`config.mk`:
```
export PLATFORM = sky130hd
export DESIGN_NAME = store_buffer_ctrl
export DESIGN_NICKNAME = d
export VERILOG_FILES = /design/src/rtl/store_buffer_ctrl.sv
export SDC_FILE = /design/constraint.sdc
export NUM_CORES = 1
export LEC_CHECK = 0
export CAP_MARGIN = 20
export CORE_MARGIN = 1
export CORE_UTILIZATION = 45
export CTS_CLUSTER_DIAMETER = 120
export CTS_CLUSTER_SIZE = 8
export DETAILED_ROUTE_END_ITERATION = 8
export PLACE_DENSITY_LB_ADDON = 0.15
export RECOVER_POWER = 100
export SLEW_MARGIN = 20
export SYNTH_ARGS = -nofsm -noshare
export SYNTH_HDL_FRONTEND = slang
export SYNTH_SLANG_ARGS = --single-unit
```
`constraint.sdc`:
```
create_clock -name clk -period 6.3 [get_ports clk]
set_input_delay 1.26 -clock clk [delete_from_list [all_inputs] [get_ports clk]]
set_output_delay 1.26 -clock clk [all_outputs]
set_load 0.05 [all_outputs]
```
`src/rtl/store_buffer_ctrl.sv`:
```
// Store buffer between the MEM stage and data memory: a circular FIFO of aligned
// stores drained by a request/acknowledge FSM. Define STORE_BUF_MERGE_EN to enable merging.
module store_buffer_ctrl #(
  parameter int DEPTH = 4
) (
  input  logic        clk,
  input  logic        rst,
  input  logic        st_valid,
  input  logic [1:0]  st_type,
  input  logic [31:0] st_addr,
  input  logic [31:0] st_data,
  output logic        st_stall,
  output logic        mem_req,
  output logic [31:0] mem_addr,
  output logic [31:0] mem_wdata,
  output logic [3:0]  mem_be,
  input  logic        mem_ack,
  input  logic [31:0] ld_addr,
  output logic        ld_stall,
  output logic        buf_empty
);

  localparam int PTR_W = $clog2(DEPTH);
  localparam int CNT_W = PTR_W + 1;
  localparam logic [CNT_W-1:0] FULL_CNT = CNT_W'(DEPTH);

  typedef enum logic {IDLE, WAIT_ACK} state_t;

  function automatic logic [3:0] lane_be(input logic [1:0] ty, input logic [1:0] a);
    case (ty)
      2'b01:   lane_be = 4'b1111;
      2'b10:   lane_be = a[1] ? 4'b1100 : 4'b0011;
      2'b11:   lane_be = 4'b0001 << a;
      default: lane_be = 4'b0000;
    endcase
  endfunction

  function automatic logic [31:0] lane_data(input logic [1:0] ty, input logic [31:0] d);
    case (ty)
      2'b10:   lane_data = {2{d[15:0]}};
      2'b11:   lane_data = {4{d[7:0]}};
      default: lane_data = d;
    endcase
  endfunction

  state_t             state_q, state_d;
  logic [PTR_W-1:0]   head_q, head_d, tail_q, tail_d;
  logic [CNT_W-1:0]   count_q, count_d;
  logic [29:0]        addr_q [DEPTH];
  logic [29:0]        addr_d [DEPTH];
  logic [31:0]        data_q [DEPTH];
  logic [31:0]        data_d [DEPTH];
  logic [3:0]         be_q [DEPTH];
  logic [3:0]         be_d [DEPTH];

  logic        st_req, full, push, pop;
  logic [3:0]  new_be;
  logic [31:0] new_data;
  logic [PTR_W-1:0] off;
  logic        unused_ld_lsb;

  assign st_req   = st_valid && (st_type != 2'b00);
  assign full     = (count_q == FULL_CNT);
  assign pop      = (state_q == WAIT_ACK) && mem_ack;
  assign new_be   = lane_be(st_type, st_addr[1:0]);
  assign new_data = lane_data(st_type, st_data);
  assign unused_ld_lsb = ^ld_addr[1:0];

`ifdef STORE_BUF_MERGE_EN
  logic [PTR_W-1:0] tail_m1;
  logic             merge_hit;

  // The entry being offered to memory must not change, so the in-flight head is never a target.
  assign tail_m1   = tail_q - PTR_W'(1);
  assign merge_hit = st_req && (count_q != '0) && (addr_q[tail_m1] == st_addr[31:2]) &&
                     !((state_q == WAIT_ACK) && (tail_m1 == head_q));
  assign st_stall  = full && !merge_hit;
  assign push      = st_req && !full && !merge_hit;
`else
  assign st_stall  = full;
  assign push      = st_req && !full;
`endif

  always_comb begin
    state_d = state_q;
    head_d  = head_q;
    tail_d  = tail_q;
    count_d = count_q;
    addr_d  = addr_q;
    data_d  = data_q;
    be_d    = be_q;

    if (push) begin
      addr_d[tail_q] = st_addr[31:2];
      data_d[tail_q] = new_data;
      be_d[tail_q]   = new_be;
      tail_d         = tail_q + PTR_W'(1);
    end
`ifdef STORE_BUF_MERGE_EN
    if (merge_hit) begin
      be_d[tail_m1] = be_q[tail_m1] | new_be;
      for (int i = 0; i < 4; i++)
        if (new_be[i]) data_d[tail_m1][8*i +: 8] = new_data[8*i +: 8];
    end
`endif
    if (pop) head_d = head_q + PTR_W'(1);

    case ({push, pop})
      2'b10:   count_d = count_q + CNT_W'(1);
      2'b01:   count_d = count_q - CNT_W'(1);
      default: count_d = count_q;
    endcase

    // Leaving WAIT_ACK always passes through IDLE, giving one idle cycle between requests.
    case (state_q)
      IDLE:     if (count_d != '0) state_d = WAIT_ACK;
      WAIT_ACK: if (mem_ack) state_d = IDLE;
    endcase
  end

  always_ff @(posedge clk) begin
    if (rst) begin
      state_q <= IDLE;
      head_q  <= '0;
      tail_q  <= '0;
      count_q <= '0;
    end else begin
      state_q <= state_d;
      head_q  <= head_d;
      tail_q  <= tail_d;
      count_q <= count_d;
    end
  end

  always_ff @(posedge clk) begin
    addr_q <= addr_d;
    data_q <= data_d;
    be_q   <= be_d;
  end

  assign mem_req   = (state_q == WAIT_ACK);
  assign mem_addr  = mem_req ? {addr_q[head_q], 2'b00} : 32'h0;
  assign mem_wdata = mem_req ? data_q[head_q] : 32'h0;
  assign mem_be    = mem_req ? be_q[head_q] : 4'b0000;
  assign buf_empty = (count_q == '0) && (state_q == IDLE);

  always_comb begin
    ld_stall = 1'b0;
    off      = '0;
    for (int i = 0; i < DEPTH; i++) begin
      off = PTR_W'(i) - head_q;
      if (({1'b0, off} < count_q) && (addr_q[i] == ld_addr[31:2])) ld_stall = 1'b1;
    end
  end

endmodule

```
# After elaboration in Yosys (flattened, before gate mapping)
# Index checks and enable logic that the tools add are counted.
# op_classes
muxes,32
shift,1
n_addsub,8
reduce_logical,13
n_bitwise,3
eq_ne,10
n_lt_le_gt_ge,7
# ops
op,count
$mux 32,5
$bwmux 128,1
$bwmux 120,1
$eq 30x30->1,4
$mux 30,3
$bmux 32 s2,1
$demux 32 s2,1
$pmux 32 s2,1
$bmux 30 s2,1
$demux 30 s2,1
$mux 4,5
$bwmux 16,1
$lt 2x3->1,4
$pmux 4 s3,1
$logic_and 1x1->1,9
$bmux 4 s2,1
$demux 4 s2,1
$eq 2x2->1 const B,3
$ge 3x3->1 const B,2
$mux 1,6
$not 2->3,2
$pmux 3 s2,1
$add 2x1->2 const B,2
$eq 2x1->1 const B,2
13 further kinds,15
# word_totals
word_cells,90
output_inout_bits,72
in_bits,102
regBits,272

# Longest topological paths before layout
# Gate-level depths: netlist of run 1.
# depth
depth_word,8
depth_mapped,12
depth_no_buf,11

# Worst setup path after synthesis of run 1
# Ideal clock, no wire load.
# synth_timing
path_kind,input -> output
start,in ld_addr[24]
end,out ld_stall
setup_slack_ns,2.532
stages,5
arrival_time_ns,2.508
n_path_buf,0
required_time_ns,5.040
path_cell_list,xor2_1 nor4_1 nand4_1 a2111oi_0 or4_1
# synth_between
elab_chain_cells,6
elab_cells_between_ends,12
classes_between,4 x eq/ne; 4 x mux; 4 x reduce/logical
# synth_rtl
item,line_no,text
"start, declared",18,"input logic [31:0] ld_addr,"
$eq 30x30->1,152,"if (({1'b0, off} < count_q) && (addr_q[i] == ld_addr[31:2])) ld_stall = 1'b1;"
$logic_and 1x1->1,152,
$mux 1 (3 in series),152,
$mux 1 (*),152,
"end, declared",19,"output logic ld_stall,"
# Every way passes the cells marked *; elsewhere a longest branch is shown, timed or not.

# Worst setup path after layout of run 1
# layout_timing
start,in st_type[1]
end,reg addr_q[8] (netlist name) (enable)
# layout_between
elab_chain_cells,3
# layout_rtl
item,line_no,text
"start, declared",9,"input logic [1:0] st_type,"
$reduce_bool 2->1,62,assign st_req = st_valid && (st_type != 2'b00);
$logic_and 1x1->1,62,
$logic_and 1x1->1,81,assign push = st_req && !full;
"end signal, assigned",136,addr_q <= addr_d;
"end, declared",49,logic [29:0] addr_q [DEPTH];
# Every way passes these cells.
# A chain may end at the register's enable or synchronous reset.

==> results of run 1 <==
## synth_stat cells (all sizes together) (3+ instances only)
cell type / n
dfxtp: 8
nand3: 4
nor3: 3
clkbuf: 15
ha: 9
buf: 17
mux2i: 8
a21oi: 21
and2: 71
mux4: 66
nor4: 23
xnor2: 29
xor2: 98
edfxtp: 264
a2111oi: 4
nand2: 5
nand4: 10
mux2: 16
nor2: 22
inv: 11
## critical path: cells and delay by family
family / cells / cell delay (ps)
buf+inv: 3 / 2750
compound gates: 2 / 1020
simple gates: 1 / 560
## final cells by class
class	instances	area, um^2	area share (%)
Multi-Input combinational cell	399	3980	25.8
Inverter	11	41.3	0.268
Timing Repair Buffer	179	1770	11.5
Antenna cell	3	7.51	0.0487
Clock inverter	2	25.0	0.162
Tap cell	341	427	2.77
Clock buffer	55	1060	6.87
Sequential cell	272	8100	52.6
## state kept, by name (all words and copies together), names as in the netlist
register  count
count_q       3
be_q         16
addr_q      120
mem_req       1
tail_q        2
data_q      128
head_q        2
## stage by stage
step	area (um^2)	power [uW]	setup WS, ps	instances
6_report	15400	5550	796	1262
5_1_grt	15400	5760	402	1261
4_1_cts	15400	5680	949	1258
3_5_place_dp	14400	3810	957	1201
3_3_place_gp	14300	3780	989	1198
2_1_floorplan	12300	3250	2530	714
## final timing paths
| kind | cells after the start | end | from |
|---|---|---|---|
| worst max-delay path | 6 | addr_q[8]$_DFFE_PP_ | st_type[1] |
| worst min-delay path | 2 | count_q[1]$_SDFF_PP0_ | count_q[1]$_SDFF_PP0_ |
| worst max register to register | 4 | addr_q[8]$_DFFE_PP_ | count_q[0]$_SDFF_PP0_ |
| worst min register to register | 2 | count_q[1]$_SDFF_PP0_ | count_q[1]$_SDFF_PP0_ |
## routing by layer
layer / global-route usage [%] / up-vias
met3: 4.99 / 55
li1: - / 3124
met2: 37.5 / 249
met4: 8.05 / 2
met5: 0 / -
met1: 27.1 / 3490
## cells by family (layout without fill, tap and decap cells)
logic type                 count (synthesis)  after routing  synth area share [%]
other                                      1              5                0.0306
AOI/OAI and AO/OA                         30             30                  1.41
muxes                                     90             90                  14.3
adders and majority gates                 10             10                  1.08
xor gates and xnor gates                 127            127                  9.08
and+or+nand+nor                          140            140                  6.53
buffers and inverters                     43            247                  1.61
DFF                                      272            272                  66.0
## layout by cell type (no fill, tap or decap), types with 3 or more instances in the layout
cell             netlist  final
nand3_1                4      4
diode_2                0      3
clkbuf_2               0      5
a2111oi_0              4      4
clkbuf_16              0     40
nand2_1                5      5
mux2_1                 0     16
clkdlybuf4s50_1        0     64
nor4_1                23     23
ha_1                   9      9
edfxtp_1             264    264
xor2_1                98     98
dlygate4sd3_1          0    105
mux4_2                66     66
xnor2_1               29     29
mux2i_1                8      8
clkbuf_1              15     17
inv_1                 11     11
and2_1                71     67
nand4_1               10     10
and2_4                 0      3
dfxtp_1                8      6
a21oi_1               21     21
nor3_1                 3      3
nor2_1                22     22
## power breakdown
part / switching [uW] / internal [uW] / total [uW] / leakage (uW)
sequential: 97.0 / 2120 / 2220 / 0.00248
clock: 706 / 1150 / 1850 / 0.000522
combinational: 928 / 549 / 1480 / 0.00222
==> flow_metrics.tcl, run 1 <==
set metrics [dict create \
    synthToLayoutAreaGrowth_pct 25.7 \
    ys_async_sr_fraction_pct 0 \
    die_area_um2 27900 \
    grt_overflow 0 \
    synth_area_leaders "edfxtp_1 65%, mux4_2 12%, xor2_1 7.0%, and2_1 3.6%, xnor2_1 2.1%" \
    postSynthAreaPerCell_um2 17.2 \
    fin_nets 1014 \
    wl_met3_um 2010 \
    core-area_um2 26800 \
    drive_gt1_share_pct 13.2 \
    clk_path_buf_depth 3 \
    clk_latency_ps 510 \
    finalHoldViolations 0 \
    cpMaxStageDelayCell "clkbuf_1" \
    place_congestion 0.905 \
    cts_root_buf "clkbuf_16" \
    slew_viol_final 149 \
    crit_chain "dlygate4sd3_1, clkbuf_1, o21ai_0, a21oi_1, and2_4, clkbuf_2" \
    dr.pass1.iters 5 \
    power.leakage_uw 0.00522 \
    fin_hold_ws_ps 570 \
    tightest_slew_ps 1680 \
    status "finished with violations" \
    power_density_nw_per_um2 361 \
    cts_sinks 272 \
    fin_crit_sh_pct 87.4 \
    synth_warnings 0 \
    setup.worst_path.start_class "input port" \
    max_freq_mhz 182 \
    vias 6920 \
    syn-cell-area_um2 12300 \
    io_buffer_count 169 \
    worst_path_largest_cell_delay_ps 1180 \
    die_x_um 167 \
    final_util_pct 57.5 \
    dp_hpwl_um 19600 \
    wl_met2_um 15100 \
    postCtsSetupBuffers 0 \
    arrival_ps 5620 \
    skew_ps 13.1 \
    h-tree-depth 2 \
    grt_pass1_wl_um 44900 \
    finalSetupTns_ps 0 \
    drtIter0Drc 490 \
    wl_per_cell_um 23.6 \
    max_slew_margin_pct -12.0 \
    cts_made_buffers 39 \
    netlist_instances 713 \
    wl_met1_um 11700 \
    initial_core_util_pct 45.7 \
    synth_top_area_cell "edfxtp_1" \
    antenna_found_initial 5 \
    grt_max_degree 67 \
    synth_edf_count 264 \
    cts_resized 0 \
    yosysSeqAreaShare_pct 66.0 \
    period_needed_ps 5500 \
    crit_path_end_kind "flop" \
    synthDominantCellAreaShare_pct 64.7 \
    clk_transition_reported_paths_ps 50 \
    drc_errors 0 \
    ys.flop_type "edfxtp_1" \
    rsz0062_at_grt "false" \
    maxUsedRoutingLayer "met5" \
    hp-class "flop to flop" \
    die_y_um 167 \
    routed_wl_um 29800 \
    synth-seq-cells 272 \
    ir_drop_v 0.000217 \
    track_usage_pct 21.9 \
    rows 60 \
    r2r_slack_ps 3230 \
    maxCapViolations 4 \
    yosysUniqueCellTypes 31 \
    grt_pass1_vias 7521 \
    worstPathRequired_ps 6410 \
    postRouteAntennaNets 0 \
    cp_max_fo 38 \
    path_class "input port to flop" \
    via_per_inst 5.48 \
    cts_tree "done" \
    io_pins 174 \
    fill_cells 2073 \
    hold_buffers 0 \
    violations "capacitance limit, slew limit" \
    setup_viol 0 \
]
Power figures use the tool's default switching activity.
==> run 2, diff against run 1 <==
--- a/config.mk
+++ b/config.mk
@@ -5,8 +5,7 @@
 export SDC_FILE = /design/constraint.sdc
 export NUM_CORES = 1
 export LEC_CHECK = 0
-export CAP_MARGIN = 20
-export CORE_MARGIN = 1
+export CORE_MARGIN = 8
 export CORE_UTILIZATION = 45
 export CTS_CLUSTER_DIAMETER = 120
 export CTS_CLUSTER_SIZE = 8
==> run 2 against run 1 <==
Against the previous run: the run still ends with capacitance limit, slew limit left; routed wire length increased by 1.8%; critical endpoint is now ld_stall; cell area about the same; combinational power about the same; largest power group unchanged.
==> flow_metrics.tcl, run 2 (synthesis gave the netlist of run 1 again) <==
set metrics [dict create \
    routed_wl_um 30300 \
    io_pins 174 \
    postCtsSetupBuffers 0 \
    power_density_nw_per_um2 359 \
    cts_sinks 272 \
    p_int_uw 3820 \
    clockPowerShare_pct 33.0 \
    setup.worst_path.start_class "flop" \
    arrival_ps 4380 \
    period_needed_ps 5640 \
    cpMaxStageDelayCell "clkbuf_2" \
    path_class "flop to primary output" \
    drive_gt1_share_pct 13.4 \
    most-common-layout-cells "264 x edfxtp_1, 108 x dlygate4sd3_1, 98 x xor2_1" \
    cts_root_buf "clkbuf_16" \
    die_area_um2 32800 \
    fin_nets 1012 \
    track_usage_pct 18.4 \
    grt_overflow 0 \
    tightest_slew_ps 2120 \
    grt_max_degree 68 \
    power.switching_uw 1710 \
    violations "capacitance limit, slew limit" \
    hold_buffers 0 \
    clk_latency_ps 500 \
    cp_max_fo 67 \
    antenna_found_initial 4 \
    combPwrFrac_pct 27.0 \
    fin_total_pwr_uw 5530 \
    drc_errors 0 \
    cts_made_buffers 39 \
    crit_chain "clkbuf_2, ha_1, a21oi_1, nand4_1, nor4_1, or4_1, dlygate4sd3_1" \
    dp_hpwl_um 19900 \
    clk_path_buf_depth 3 \
    crit_path_end_kind "primary output" \
    cts_tree "done" \
    grt_pass1_vias 7659 \
    maxCapViolations 2 \
    core-area_um2 26900 \
    io_buffer_count 169 \
    cts_resized 0 \
    die_y_um 181 \
    switching_share_pct 30.9 \
    worst_path_largest_cell_delay_ps 1120 \
    final_common_cell "edfxtp_1" \
    reg.largest.list "data_q: 128 flops, addr_q: 120 flops, be_q: 16 flops" \
    max_freq_mhz 177 \
    wl_per_cell_um 24.3 \
    dr.pass1.iters 4 \
    ir_drop_v 0.000189 \
    drtIter0Drc 405 \
    vias 6923 \
    finalSetupTns_ps 0 \
    rsz0062_at_grt "false" \
    fill_cells 2103 \
    power.leakage_uw 0.00522 \
    top_register "data_q" \
    die_x_um 181 \
    via_per_inst 5.55 \
    initial_core_util_pct 45.6 \
    h-tree-depth 2 \
    clk_transition_reported_paths_ps 50 \
    worstPathRequired_ps 5040 \
    hp-class "flop to flop" \
    skew_ps 8.60 \
    rows 60 \
    place_congestion 0.831 \
    p_seq_share_pct 40.0 \
    max_slew_margin_pct -41.5 \
    postRouteAntennaNets 0 \
    antenna_cells 0 \
    fin_crit_sh_pct 89.6 \
    largest_register_ffs 128 \
    setup_viol 0 \
    grt_pass1_wl_um 46200 \
    slew_viol_final 100 \
    synthToLayoutAreaGrowth_pct 25.7 \
    status "finished with violations" \
    finalHoldViolations 0 \
]
==> run 2: changes by cell type in the layout (fill, tap and decap cells not counted), moves of 3 or more <==
cell | previous run | this run
clkbuf_1 | 17 | 7
clkbuf_2 | 5 | 1
clkdlybuf4s50_1 | 64 | 61
diode_2 | 3 | 0
dlygate4sd3_1 | 105 | 108
==> run 2: worst max-delay path: cells and delay by family, from the launching register on <==
family,cells,cell delay [ps]
AOI/OAI and AO/OA,1,260
adders and majority gates,1,690
buffers and inverters,2,2010
DFF,1,340
and+or+nand+nor,3,590
==> run 2: metrics by stage <==
stage	util (%)	hold slack, ps	std cells	setup WS (ps)	cell area [um^2]
floorplan	-	522	714	2530	12300
global placement	53.1	544	1196	1020	14300
detailed placement	53.3	588	1198	955	14300
CTS	57.2	597	1245	919	15400
global route	57.3	638	1247	546	15400
finish	57.3	599	1247	655	15400
==> run 2: worst paths after layout <==
kind	to	cells past startpoint	slack (ps)	from
max	ld_stall	7	660	head_q[1]$_SDFFE_PP0P_
min	count_q[1]$_SDFF_PP0_	2	600	count_q[1]$_SDFF_PP0_
max reg2reg	addr_q[59]$_DFFE_PP_	4	3540	count_q[0]$_SDFF_PP0_
min reg2reg	count_q[1]$_SDFF_PP0_	2	600	count_q[1]$_SDFF_PP0_
==> run 2: layout make-up <==
class                           count  area (um^2)  area share, %
Inverter                           11         41.3          0.268
Timing Repair Buffer              177         1810           11.8
Tap cell                          341          427           2.77
Clock buffer                       47         1050           6.81
Sequential cell                   272         8100           52.6
Multi-Input combinational cell    399         3980           25.8
==> run 2: power groups by stage <==
| stage | Combinational [uW] | Clock, uW | Sequential, uW |
|---|---|---|---|
| after CTS | 1570 | 1860 | 2220 |
| after global placement | 1550 | 0 | 2240 |
| after detailed placement | 1560 | 0 | 2250 |
| final | 1490 | 1820 | 2210 |
| after floorplan | 1050 | 0 | 2200 |
| after global routing | 1580 | 1920 | 2230 |
==> run 2: per-layer routing <==
| metal | track usage [%] | up-vias | wire length [um] |
|---|---|---|---|
| met5 | 0 | - | 46 |
| met4 | 5.48 | 8 | 733 |
| met3 | 4.39 | 56 | 1870 |
| met2 | 31.3 | 238 | 15100 |
| met1 | 23.3 | 3520 | 12600 |
| li1 | - | 3101 | - |
==> run 3, diff against run 2 <==
--- a/config.mk
+++ b/config.mk
@@ -16,3 +16,4 @@
 export SYNTH_ARGS = -nofsm -noshare
 export SYNTH_HDL_FRONTEND = slang
 export SYNTH_SLANG_ARGS = --single-unit
+export TNS_END_PERCENT = 30
==> constraint.sdc (replaced) <==
create_clock -name clk -period 6.3 [get_ports clk]
set_input_delay 0.945 -clock clk [delete_from_list [all_inputs] [get_ports clk]]
set_output_delay 0.945 -clock clk [all_outputs]
set_load 0.05 [all_outputs]
==> run 3 against run 2 <==
Against the previous run: the flow still finishes with violations (capacitance limit, slew limit); cell area up 0.15%; core utilization is 0.088 points higher; combinational power barely moved; setup slack improved by 340 ps; fmax rose by 6.5%; clock power about the same; non-clock buffer count did not move; sequential power barely moved; highest routed layer unchanged.
==> flow_metrics.tcl, run 3 (synthesis gave the netlist of run 1 again) <==
set metrics [dict create \
    grt_overflow 0 \
    finish.instance_area_um2 15400 \
    worstPathRequired_ps 5350 \
    skew_ps 18.2 \
    power_density_nw_per_um2 360 \
    finalHoldViolations 0 \
    h-tree-depth 2 \
    violations "capacitance limit, slew limit" \
    grt_pass1_wl_um 46300 \
    cts_made_buffers 39 \
    postCtsSetupBuffers 0 \
    fin_nets 1012 \
    cp_max_fo 67 \
    reg.largest.list "data_q: 128 flops, addr_q: 120 flops, be_q: 16 flops" \
    die_area_um2 32800 \
    crit_path_end_kind "primary output" \
    synthToLayoutAreaGrowth_pct 25.9 \
    routed_wl_um 30500 \
    cpMaxStageDelayCell "clkbuf_2" \
    rows 60 \
    drc_errors 0 \
    fin_cells 1255 \
    dr.pass1.iters 5 \
    antenna_cells 0 \
    slew_viol_final 100 \
    fin_crit_sh_pct 84.2 \
    maxCapViolations 2 \
    drtIter0Drc 371 \
    dpl.cell_count 1200 \
    wl_per_cell_um 24.3 \
    most-common-layout-cells "264 x edfxtp_1, 108 x dlygate4sd3_1, 98 x xor2_1" \
    cts_tree "done" \
    max_slew_margin_pct -42.6 \
    ir_drop_v 0.000196 \
    io_pins 174 \
    period_needed_ps 5300 \
    cts_sinks 272 \
    fill_cells 2080 \
    arrival_ps 4360 \
    initial_core_util_pct 45.6 \
    setup.worst_path.start_class "flop" \
    die_x_um 181 \
    clk_transition_reported_paths_ps 50 \
    status "finished with violations" \
    track_usage_pct 18.6 \
    place_congestion 0.830 \
    dp_worst_setup_slack_ps 1580 \
    dp_hpwl_um 20500 \
    hp-class "flop to flop" \
    top_register "data_q" \
    clk_path_buf_depth 3 \
    setup_viol 0 \
    antenna_found_initial 4 \
    grt_pass1_vias 7790 \
    placed_area_um2 14400 \
    finalSetupTns_ps 0 \
    largest_register_ffs 128 \
    final_util_pct 57.4 \
    core-area_um2 26900 \
    setup_ws_ps 997 \
    die_y_um 181 \
    max_freq_mhz 189 \
    drive_gt1_share_pct 13.3 \
    cts_resized 0 \
    postRouteAntennaNets 0 \
    hold_buffers 0 \
    path_class "flop to primary output" \
    power.leakage_uw 0.00523 \
    clk_latency_ps 510 \
    worst_path_largest_cell_delay_ps 1110 \
    final_common_cell "edfxtp_1" \
    via_per_inst 5.53 \
    vias 6936 \
    crit_chain "clkbuf_2, ha_1, a21oi_1, nand4_1, nor4_1, or4_1, dlygate4sd3_1" \
    tightest_slew_ps 2140 \
    cts_root_buf "clkbuf_16" \
    grt_max_degree 68 \
    io_buffer_count 169 \
    rsz0062_at_grt "false" \
]
## run 3: cell type report
type	count	area [um^2]	share of cell area, %
clock buffer	53	1050	6.80
clock inverter	2	25.0	0.162
inverter	11	41.3	0.268
multi-input combinational	399	3980	25.8
sequential	272	8100	52.5
tap	341	427	2.77
timing repair buffer	177	1810	11.7
## run 3: stage by stage
stage	hold WS [ps]	total power, uW
global placement	538	3790
detailed placement	562	3810
CTS	568	5670
finish	569	5550
global route	615	5760
floorplan	522	3250
## run 3: worst paths after layout
kind                                              from                    end  slack, ps  depth (start not counted)
worst min-delay path             count_q[1]$_SDFF_PP0_  count_q[1]$_SDFF_PP0_        570                          2
worst min register to register   count_q[1]$_SDFF_PP0_  count_q[1]$_SDFF_PP0_        570                          2
worst max register to register   count_q[0]$_SDFF_PP0_   data_q[17]$_DFFE_PP_       3580                          4
worst max-delay path            head_q[1]$_SDFFE_PP0P_               ld_stall       1000                          7
## run 3: power by group
group | switching (uW) | internal, uW
registers | 88.1 | 2120
logic | 942 | 552
clock network | 699 | 1140
total | 1730 | 3820
## run 3: worst max-delay path: cells and delay by family, from the launching register on
family / cells / cell delay [ps]
AO/OA/AOI/OAI: 1 / 280
flip-flops: 1 / 340
buffers and inverters: 2 / 2000
adder cells (fa/ha/maj): 1 / 710
AND/OR/NAND/NOR: 3 / 500
## run 3: metal layers
metal	routed length, um	track usage [%]	share of wire [%]
met2	15300	31.9	50
met1	12600	23.3	41
met5	50	0	0.16
met4	614	5.02	2.0
met3	1960	4.61	6.4
